$ cat src/rtl/regfile_wb_arbiter_pkg.sv
// Shared constants for the register file and its writeback arbiter.
package regfile_wb_arbiter_pkg;
    localparam int ADDR_W   = 5;
    localparam int NUMB_N   = 1 << ADDR_W;
    localparam int SIZE_W   = 32;
    localparam int NREQ_N   = 3;
    localparam int ZERO_REG = 0;
    localparam int REQ_ALU  = 0;
    localparam int REQ_LOAD = 1;
    localparam int REQ_HILO = 2;
endpackage

$ cat src/rtl/regfile_wb_arbiter_rr_grant.sv
// Combinational round-robin grant: first valid requester at or after ptr wins.
module rr_grant #(
    parameter int NREQ = 3,
    parameter int PW   = 2
) (
    input  logic [NREQ-1:0] valid,
    input  logic [PW-1:0]   ptr,
    input  logic            hold,
    output logic [NREQ-1:0] grant,
    output logic [PW-1:0]   idx,
    output logic            any
);
    int j;

    always_comb begin
        grant = '0;
        idx   = '0;
        any   = 1'b0;
        j     = 0;
        if (!hold) begin
            for (int k = 0; k < NREQ; k++) begin
                j = (int'(ptr) + k) % NREQ;
                if (!any && valid[j]) begin
                    grant[j] = 1'b1;
                    idx      = PW'(j);
                    any      = 1'b1;
                end
            end
        end
    end
endmodule

$ cat src/rtl/regfile_wb_arbiter.sv
// Round-robin writeback arbiter for the register file write port.
// Pending-write scoreboard enabled by REGFILE_WB_SCOREBOARD_EN.
module regfile_wb_arbiter
    import regfile_wb_arbiter_pkg::*;
#(
    parameter int ADDR = ADDR_W,
    parameter int NUMB = 1 << ADDR,
    parameter int SIZE = SIZE_W,
    parameter int NREQ = NREQ_N
) (
    input  logic               Clk,
    input  logic               Clr_n,
    input  logic               Hold,
    input  logic [NREQ-1:0]    Req_Valid,
    input  logic [NREQ*ADDR-1:0] Req_Addr,
    input  logic [NREQ*SIZE-1:0] Req_Data,
    output logic [NREQ-1:0]    Req_Ready,
    output logic               Write_Reg,
    output logic [ADDR-1:0]    W_Addr,
    output logic [SIZE-1:0]    W_Data,
    input  logic               Issue_Valid,
    input  logic [ADDR-1:0]    Issue_Addr,
    input  logic [ADDR-1:0]    R_Addr_A,
    input  logic [ADDR-1:0]    R_Addr_B,
    output logic               Busy_A,
    output logic               Busy_B
);
    localparam int PW = (NREQ > 1) ? $clog2(NREQ) : 1;

    logic [NREQ-1:0] grant;
    logic [PW-1:0]   gidx;
    logic            gany;
    logic [ADDR-1:0] sel_addr;
    logic [SIZE-1:0] sel_data;
    logic            sel_nz;

    logic [PW-1:0]   ptr_q, ptr_d;
    logic            wr_q, wr_d;
    logic [ADDR-1:0] waddr_q, waddr_d;
    logic [SIZE-1:0] wdata_q, wdata_d;

    // Reset masks grants so nothing handshakes while Clr_n is low.
    rr_grant #(.NREQ(NREQ), .PW(PW)) u_rr (
        .valid (Req_Valid),
        .ptr   (ptr_q),
        .hold  (Hold | ~Clr_n),
        .grant (grant),
        .idx   (gidx),
        .any   (gany)
    );

    assign Req_Ready = grant;
    assign sel_addr  = Req_Addr[int'(gidx)*ADDR +: ADDR];
    assign sel_data  = Req_Data[int'(gidx)*SIZE +: SIZE];
    assign sel_nz    = (sel_addr != ADDR'(ZERO_REG));

    always_comb begin
        ptr_d   = ptr_q;
        wr_d    = 1'b0;
        waddr_d = waddr_q;
        wdata_d = wdata_q;
        if (gany) begin
            ptr_d   = (int'(gidx) == NREQ - 1) ? '0 : gidx + PW'(1);
            wr_d    = sel_nz;
            waddr_d = sel_addr;
            wdata_d = sel_data;
        end
    end

    always_ff @(posedge Clk) begin
        if (!Clr_n) begin
            ptr_q   <= '0;
            wr_q    <= 1'b0;
            waddr_q <= '0;
            wdata_q <= '0;
        end else begin
            ptr_q   <= ptr_d;
            wr_q    <= wr_d;
            waddr_q <= waddr_d;
            wdata_q <= wdata_d;
        end
    end

    assign Write_Reg = wr_q;
    assign W_Addr    = waddr_q;
    assign W_Data    = wdata_q;

`ifdef REGFILE_WB_SCOREBOARD_EN
    logic [NUMB-1:0] pend_q, pend_d;

    // Issue is applied after the clear so a same-cycle reissue stays pending.
    always_comb begin
        pend_d = pend_q;
        if (gany && sel_nz)
            pend_d[sel_addr] = 1'b0;
        if (Issue_Valid && Issue_Addr != ADDR'(ZERO_REG))
            pend_d[Issue_Addr] = 1'b1;
        pend_d[0] = 1'b0;
    end

    always_ff @(posedge Clk) begin
        if (!Clr_n)
            pend_q <= '0;
        else
            pend_q <= pend_d;
    end

    assign Busy_A = pend_q[R_Addr_A];
    assign Busy_B = pend_q[R_Addr_B];
`else
    logic unused_sb;
    assign unused_sb = ^{Issue_Valid, Issue_Addr, R_Addr_A, R_Addr_B};
    assign Busy_A    = 1'b0;
    assign Busy_B    = 1'b0;
`endif
endmodule
$ cat config.mk
export PLATFORM = sky130hd
export DESIGN_NAME = regfile_wb_arbiter
export DESIGN_NICKNAME = d
export VERILOG_FILES = /design/src/rtl/regfile_wb_arbiter_pkg.sv /design/src/rtl/regfile_wb_arbiter_rr_grant.sv /design/src/rtl/regfile_wb_arbiter.sv
export SDC_FILE = /design/constraint.sdc
export NUM_CORES = 1
export LEC_CHECK = 0
export CORE_MARGIN = 2
export CORE_UTILIZATION = 25
export DETAILED_ROUTE_END_ITERATION = 7
export DONT_BUFFER_PORTS = 1
export GPL_TIMING_DRIVEN = 1
export PLACE_DENSITY = 0.5
export SYNTH_ARGS = -nofsm -noshare
export SYNTH_HDL_FRONTEND = slang
export SYNTH_SLANG_ARGS = --single-unit
$ cat constraint.sdc
create_clock -name Clk -period 2.4 [get_ports Clk]
set_input_delay 0.48 -clock Clk [delete_from_list [all_inputs] [get_ports Clk]]
set_output_delay 0.48 -clock Clk [all_outputs]
set_load 0.05 [all_outputs]
Word-level counts from Yosys, hierarchy flattened
Index checks and enable logic that the tools add are counted.

word-level totals
  bits of input ports = 133
  output and inout bits = 43
  register bits = 40
  word-level logic and storage cells = 65

operators by class
  bitwise operators = 4
  reduce and logical (&&, ||, !) cells = 9
  add/sub/neg operators = 3
  equal/unequal tests = 1
  order comparisons = 6
  divide/modulo/power cells = 3
  multiply operators = 1
  multiplexer cells = 32
  shift operators = 2

operators with widths
  operator                                                 count
  >= comparator 32 x 1 -> 1 bit (second input constant)    3
  < comparator 32 x 4 -> 1 bit (second input constant)     3
  variable part select 96 x 8 -> 32 bit                    1
  remainder unit 32 x 3 -> 32 bit (second input constant)  2
  remainder unit 3 x 3 -> 32 bit (second input constant)   1
  2-to-1 mux 3 bit                                         6
  2-to-1 mux 1 bit                                         15
  variable part select 15 x 6 -> 5 bit                     1
  2-to-1 mux 2 bit                                         5
  binary-select mux 1 bit (select 2 bit)                   3
  demux 1 bit (select 2 bit)                               3
  bitwise OR 3 bit                                         2
  logical AND 1 bit                                        5
  multiplier 2 x 3 -> 5 bit (second input constant)        1
  nonzero test 5 bit                                       1
  adder 2 x 1 -> 3 bit (second input constant)             1
  adder 2 x 2 -> 3 bit (second input constant)             1
  adder 2 x 1 -> 2 bit (second input constant)             1
  == test 2 bit (second input constant)                    1
  zero test 1 bit                                          2
  AND reduction 2 bit                                      1
  NOT 1 bit                                                1
  bitwise OR 1 bit                                         1

Depth between registers and ports, before layout
  depth after elaboration = 17
  mapped depth = 11
  gate-level depth less buffers = 9

By module
Synthesis repeated with hierarchy kept, for this count alone.

unflattened totals
  cell total of the unflattened synthesis = 316
  area total of the unflattened synthesis = 2555.0 sq um

by module, submodules not included
  module              seq. area each (sq um)  area each (sq um)  cells each  instances
  regfile_wb_arbiter  800.8                   2128.3             259         1
  rr_grant            0.0                     426.7              57          1

Least setup slack after synthesis
Ideal clock, no wire load.

  path type = register -> output
  start point = register ptr_q[1]
  end point = output Req_Ready[2]
  buffers on the path = 1
  arrival time = 2.761 ns
  cell stages (with the launch flop) = 9
  path slack = -0.841 ns
  required time = 1.920 ns
  cell sequence = dfxtp_1 inv_1 ha_1 buf_6 mux2_4 a21o_1 a21oi_4 nor2_1 a311oi_1

between the ends
  word-level cells in the longest chain between the ends = 14
  elaborated cells on any way between the ends = 45
  classes of those cells = 2 x add/sub; 3 x div; 6 x order compare; 25 x mux; 2 x bitwise; 7 x reduce/logical

ends and longest elaborated chain
  item                                                                      line                               source
  start: declaration                                                        regfile_wb_arbiter.sv:37           logic [PW-1:0] ptr_q, ptr_d;
  start signal: assignment                                                  regfile_wb_arbiter.sv:77           ptr_q <= ptr_d;
  branches (longest 12 deep; another with remainder unit 32 x 3 -> 32 bit)  -
  2-to-1 mux 3 bit *                                                        regfile_wb_arbiter_rr_grant.sv:23  if (!any && valid[j]) begin
  2-to-1 mux 3 bit *                                                        regfile_wb_arbiter_rr_grant.sv:20  if (!hold) begin
  end: declaration                                                          regfile_wb_arbiter.sv:17           output logic [NREQ-1:0] Req_Ready,

Every way passes the cells marked *. The select of a mux whose other input is x is not followed.

Final worst setup path
  start point = register ptr_q[1]
  end point = output Req_Ready[0]

The elaborated chain is that of the path after synthesis.

==> impl_metrics.env <==
export IMPL_result_of_the_run="finished, violations left"
export IMPL_violations="negative setup slack"
export IMPL_globalplace_congestion=0.824
export IMPL_antenna_found_initial=0
export IMPL_die_x_um=105
export IMPL_max_cap_violations=0
export IMPL_detail_route_iter0_violations=209
export IMPL_cts_tree="done"
export IMPL_critical_path_slowest_cell="dfxtp_4"
export IMPL_yosysWarningCount=0
export IMPL_worst_setup_path_startpoint="ptr_q[1]"
export IMPL_yosysSeqAreaShare=0.312
export IMPL_io_pins=176
export IMPL_grt_overflow=0
export IMPL_synth_area_leaders="dfxtp_1 31%, a311oi_1 7.2%, a31o_1 6.8%"
export IMPL_clk_latency_ps=300
export IMPL_post_route_worst_setup_slack_ps=-141
export IMPL_n_antenna_cell=0
export IMPL_synth_distinct_cells=44
export IMPL_irDropWorstVdd_v=0.000291
export IMPL_dp_hpwl_mm=5.97
export IMPL_clock_root_cell="clkbuf_8"
export IMPL_grt_setup_unrepaired="true"
export IMPL_dpl_instance_area_um2=2980
export IMPL_cts_hold_buffers_added=0
export IMPL_regToRegEndpoint="W_Data[2]"
export IMPL_synth_cells=325
export IMPL_layout_area_overhead_vs_synth_pct=32.0
export IMPL_worst_setup_path_end_kind="output port"
export IMPL_path_class="reg -> out"
export IMPL_synth_top_cell_by_area="dfxtp_1"
export IMPL_final_hold_worst_slack_ps=301
export IMPL_crit_arrival_ps=2060
export IMPL_fillers=1023
export IMPL_slew_viol_final=0
export IMPL_hold_path_cell_count=1
export IMPL_number_of_optimization_iterations_in_the_first_detailed_route_pass=4
export IMPL_floorplan_die_height_um=105
export IMPL_core_region_area_um2=9860
export IMPL_tightestPinTransition_ps=643
export IMPL_initial_core_utilization=0.260
export IMPL_viasPerCell=5.43
export IMPL_synthArstFlopShare=0
export IMPL_route_detailed_drc=0
export IMPL_place_port_buffers=0
export IMPL_post_detailed_route_count_of_antenna_violating_nets=0
export IMPL_drt_wirelength_per_cell_um=17.5
export IMPL_postLayoutCellArea_um2=3390
export IMPL_hold_path_class="in -> reg"
export IMPL_r2r_cells=15
export IMPL_finalWirelength_mm=8.46
export IMPL_postSynth_topFlopCell="dfxtp_1"
export IMPL_track_usage=0.141
export IMPL_max_freq_ghz=0.393
export IMPL_synth_top_area_frac=0.312
export IMPL_grt_pass1_wl_mm=12.6
export IMPL_final_period_utilization=1.06
export IMPL_synth_edff_count=0
export IMPL_stdcell_count=483
export IMPL_critical_path_n_buffers_inverters=4
export IMPL_first_global_vias=2428
export IMPL_syn_mean_instance_area_um2=7.90
export IMPL_numClockSinks=40
export IMPL_power_density_nw_per_um2=880
export IMPL_critical_path_reg2reg_startpoint="ptr_q[1]"
export IMPL_core_rowCount=36
export IMPL_cts_buffers=5
export IMPL_post_route_cells_drive_above_1_share=0.260
export IMPL_critical_path_cell_chain="buf_4 > ha_4 > buf_4 > o21ai_4 > nor2_2 > a221oi_2 > buf_4 > nor3_4 > buf_12"
export IMPL_hp_start="Clr_n"
export IMPL_synth_seq_cells=40
export IMPL_worst_setup_path_start_kind="register"
export IMPL_nNetsFinal=486
export IMPL_die_area_um2=11100
export IMPL_worst_path_most_repeated_cell="buf_4"
export IMPL_route_vias_total=2624
export IMPL_hold_path_endpoint="W_Data[19]"
export IMPL_finalHoldViolCount=0
export IMPL_timing_critical_path_slowest_cell_delay_ps=360
export IMPL_clockBufferDepth=2
export IMPL_max_slew_headroom=0.571
export IMPL_fin_skew_ps=11.3
export IMPL_r2r_slack_ps=-50
export IMPL_period_minus_slack_ps=2540
export IMPL_leakage_power_total_nw=1.18
export IMPL_path_clk_slew_ps=90
export IMPL_critical_path_top_delay_family="buffers and inverters"
export IMPL_largest_net_degree_at_the_start_of_global_routing=42
export IMPL_synthesis_area_um2=2570
export IMPL_cts_max_level=2
export IMPL_dpl_cells=460
export IMPL_final_setup_viol_count=12
export IMPL_worst_path_max_fanout=8
export IMPL_cp_data_required_time_ps=1920
==> final cells by class <==
type	count	area [um^2]	area share
clock buffers	7	86.3	0.0255
clock inverters	1	7.51	0.00222
inverters	6	25.0	0.00739
multi-input cells	248	1760	0.520
flip-flops and latches	40	808	0.239
well taps	133	166	0.0491
repair buffers	48	534	0.158
==> synthesized netlist by cell type, drive strengths merged, types with 2 or more instances <==
cell     n
nor2b    4
nand2   39
a32oi    2
buf     17
o21a    15
o22a     3
o21ai   42
a31o    20
dfxtp   40
nor2    28
o211ai   2
inv      6
nand2b   4
a21oi   17
nand3   10
a22o    12
a41oi    2
ha       4
o31ai    3
mux2i    3
a311oi  21
clkbuf  15
nand3b   2
o22ai    3
==> per-layer routing <==
layer	GRT usage	wire (um)	part of all wire
met3	0.0519	658	0.078
met4	0.0581	138	0.016
met1	0.179	3710	0.44
met2	0.217	3950	0.47
met5	0	0	0
==> cell usage in the layout, fill, tap and decap left out, types with 3 or more instances in the layout <==
master | Yosys | final
dfxtp_1 | 40 | 38
nand2_1 | 38 | 38
o21ai_0 | 32 | 31
buf_4 | 4 | 31
nor2_1 | 28 | 25
a31o_1 | 20 | 20
a311oi_1 | 21 | 19
o21a_1 | 15 | 15
a22o_1 | 12 | 12
a21oi_1 | 15 | 11
buf_12 | 0 | 11
nand3_1 | 10 | 10
o21ai_1 | 8 | 8
clkbuf_8 | 0 | 6
buf_6 | 3 | 5
inv_1 | 6 | 4
ha_4 | 0 | 4
a21oi_4 | 2 | 3
nor2b_1 | 4 | 3
nand2b_1 | 4 | 3
o21ai_4 | 1 | 3
a21oi_2 | 0 | 3
nor2_2 | 0 | 3
o31ai_1 | 3 | 3
o22a_1 | 3 | 3
==> metrics by stage <==
stage                     setup WS (ps)   util  TNS [ps]  power, mW
after detailed placement           -251  0.302     -3200       2.23
after global routing               -219  0.343     -3500       3.16
after floorplan                    -117      -      -117       1.86
after global placement             -161  0.302     -2060       2.22
after CTS                          -226  0.323     -2580       2.82
final                              -141  0.343      -656       2.98
==> repair_timing <==
| item | in CTS | in global routing |
|---|---|---|
| buffers inserted | 5 | 9 |
| hold endpoints to repair | 0 | 0 |
| pin swaps | 8 | 19 |
| gates cloned | 0 | 1 |
| setup endpoints to repair | 36 | 40 |
| resized for setup | 17 | 21 |
==> worst max-delay path by stage <==
stage,endpoint,cells after the start
final,Req_Ready[0],9
after global routing,Req_Ready[0],9
after CTS,Req_Ready[2],9
after detailed placement,W_Data[16],9
after global placement,W_Data[17],8
after floorplan,Req_Ready[2],8
==> cells by family after synthesis <==
family                     Yosys count  synth area share
and+or+nand+nor                     92             0.158
adders and majority gates            4            0.0195
DFF                                 40             0.312
buffers and inverters               38            0.0741
muxes                                4            0.0176
AOI/OAI and AO/OA                  146             0.417
other                                1           0.00146
==> registers in the layout (all words and copies together) (netlist names) <==
| signal | count |
|---|---|
| W_Data | 32 |
| ptr_q | 2 |
| W_Addr | 5 |
| Write_Reg | 1 |
==> worst reg2reg max path, cell delays in order (launching register included) <==
cell and delay (ps):
dfxtp_4 360, inv_4 60, buf_4 110, ha_4 140, and3b_2 240, buf_12 130
a21oi_4 140, buf_4 150, nand3b_2 140, o21ai_4 110, buf_12 150, buf_6 100
buf_6 110, o21ai_1 60, a311oi_1 280, a31o_1 120
==> where the power goes <==
group	leakage, nW	switching [mW]	internal, mW
clock network	0.0445	0.249	0.234
logic	0.806	0.649	0.660
registers	0.330	0.419	0.771
Note: power is estimated with default switching activity, not from simulation.
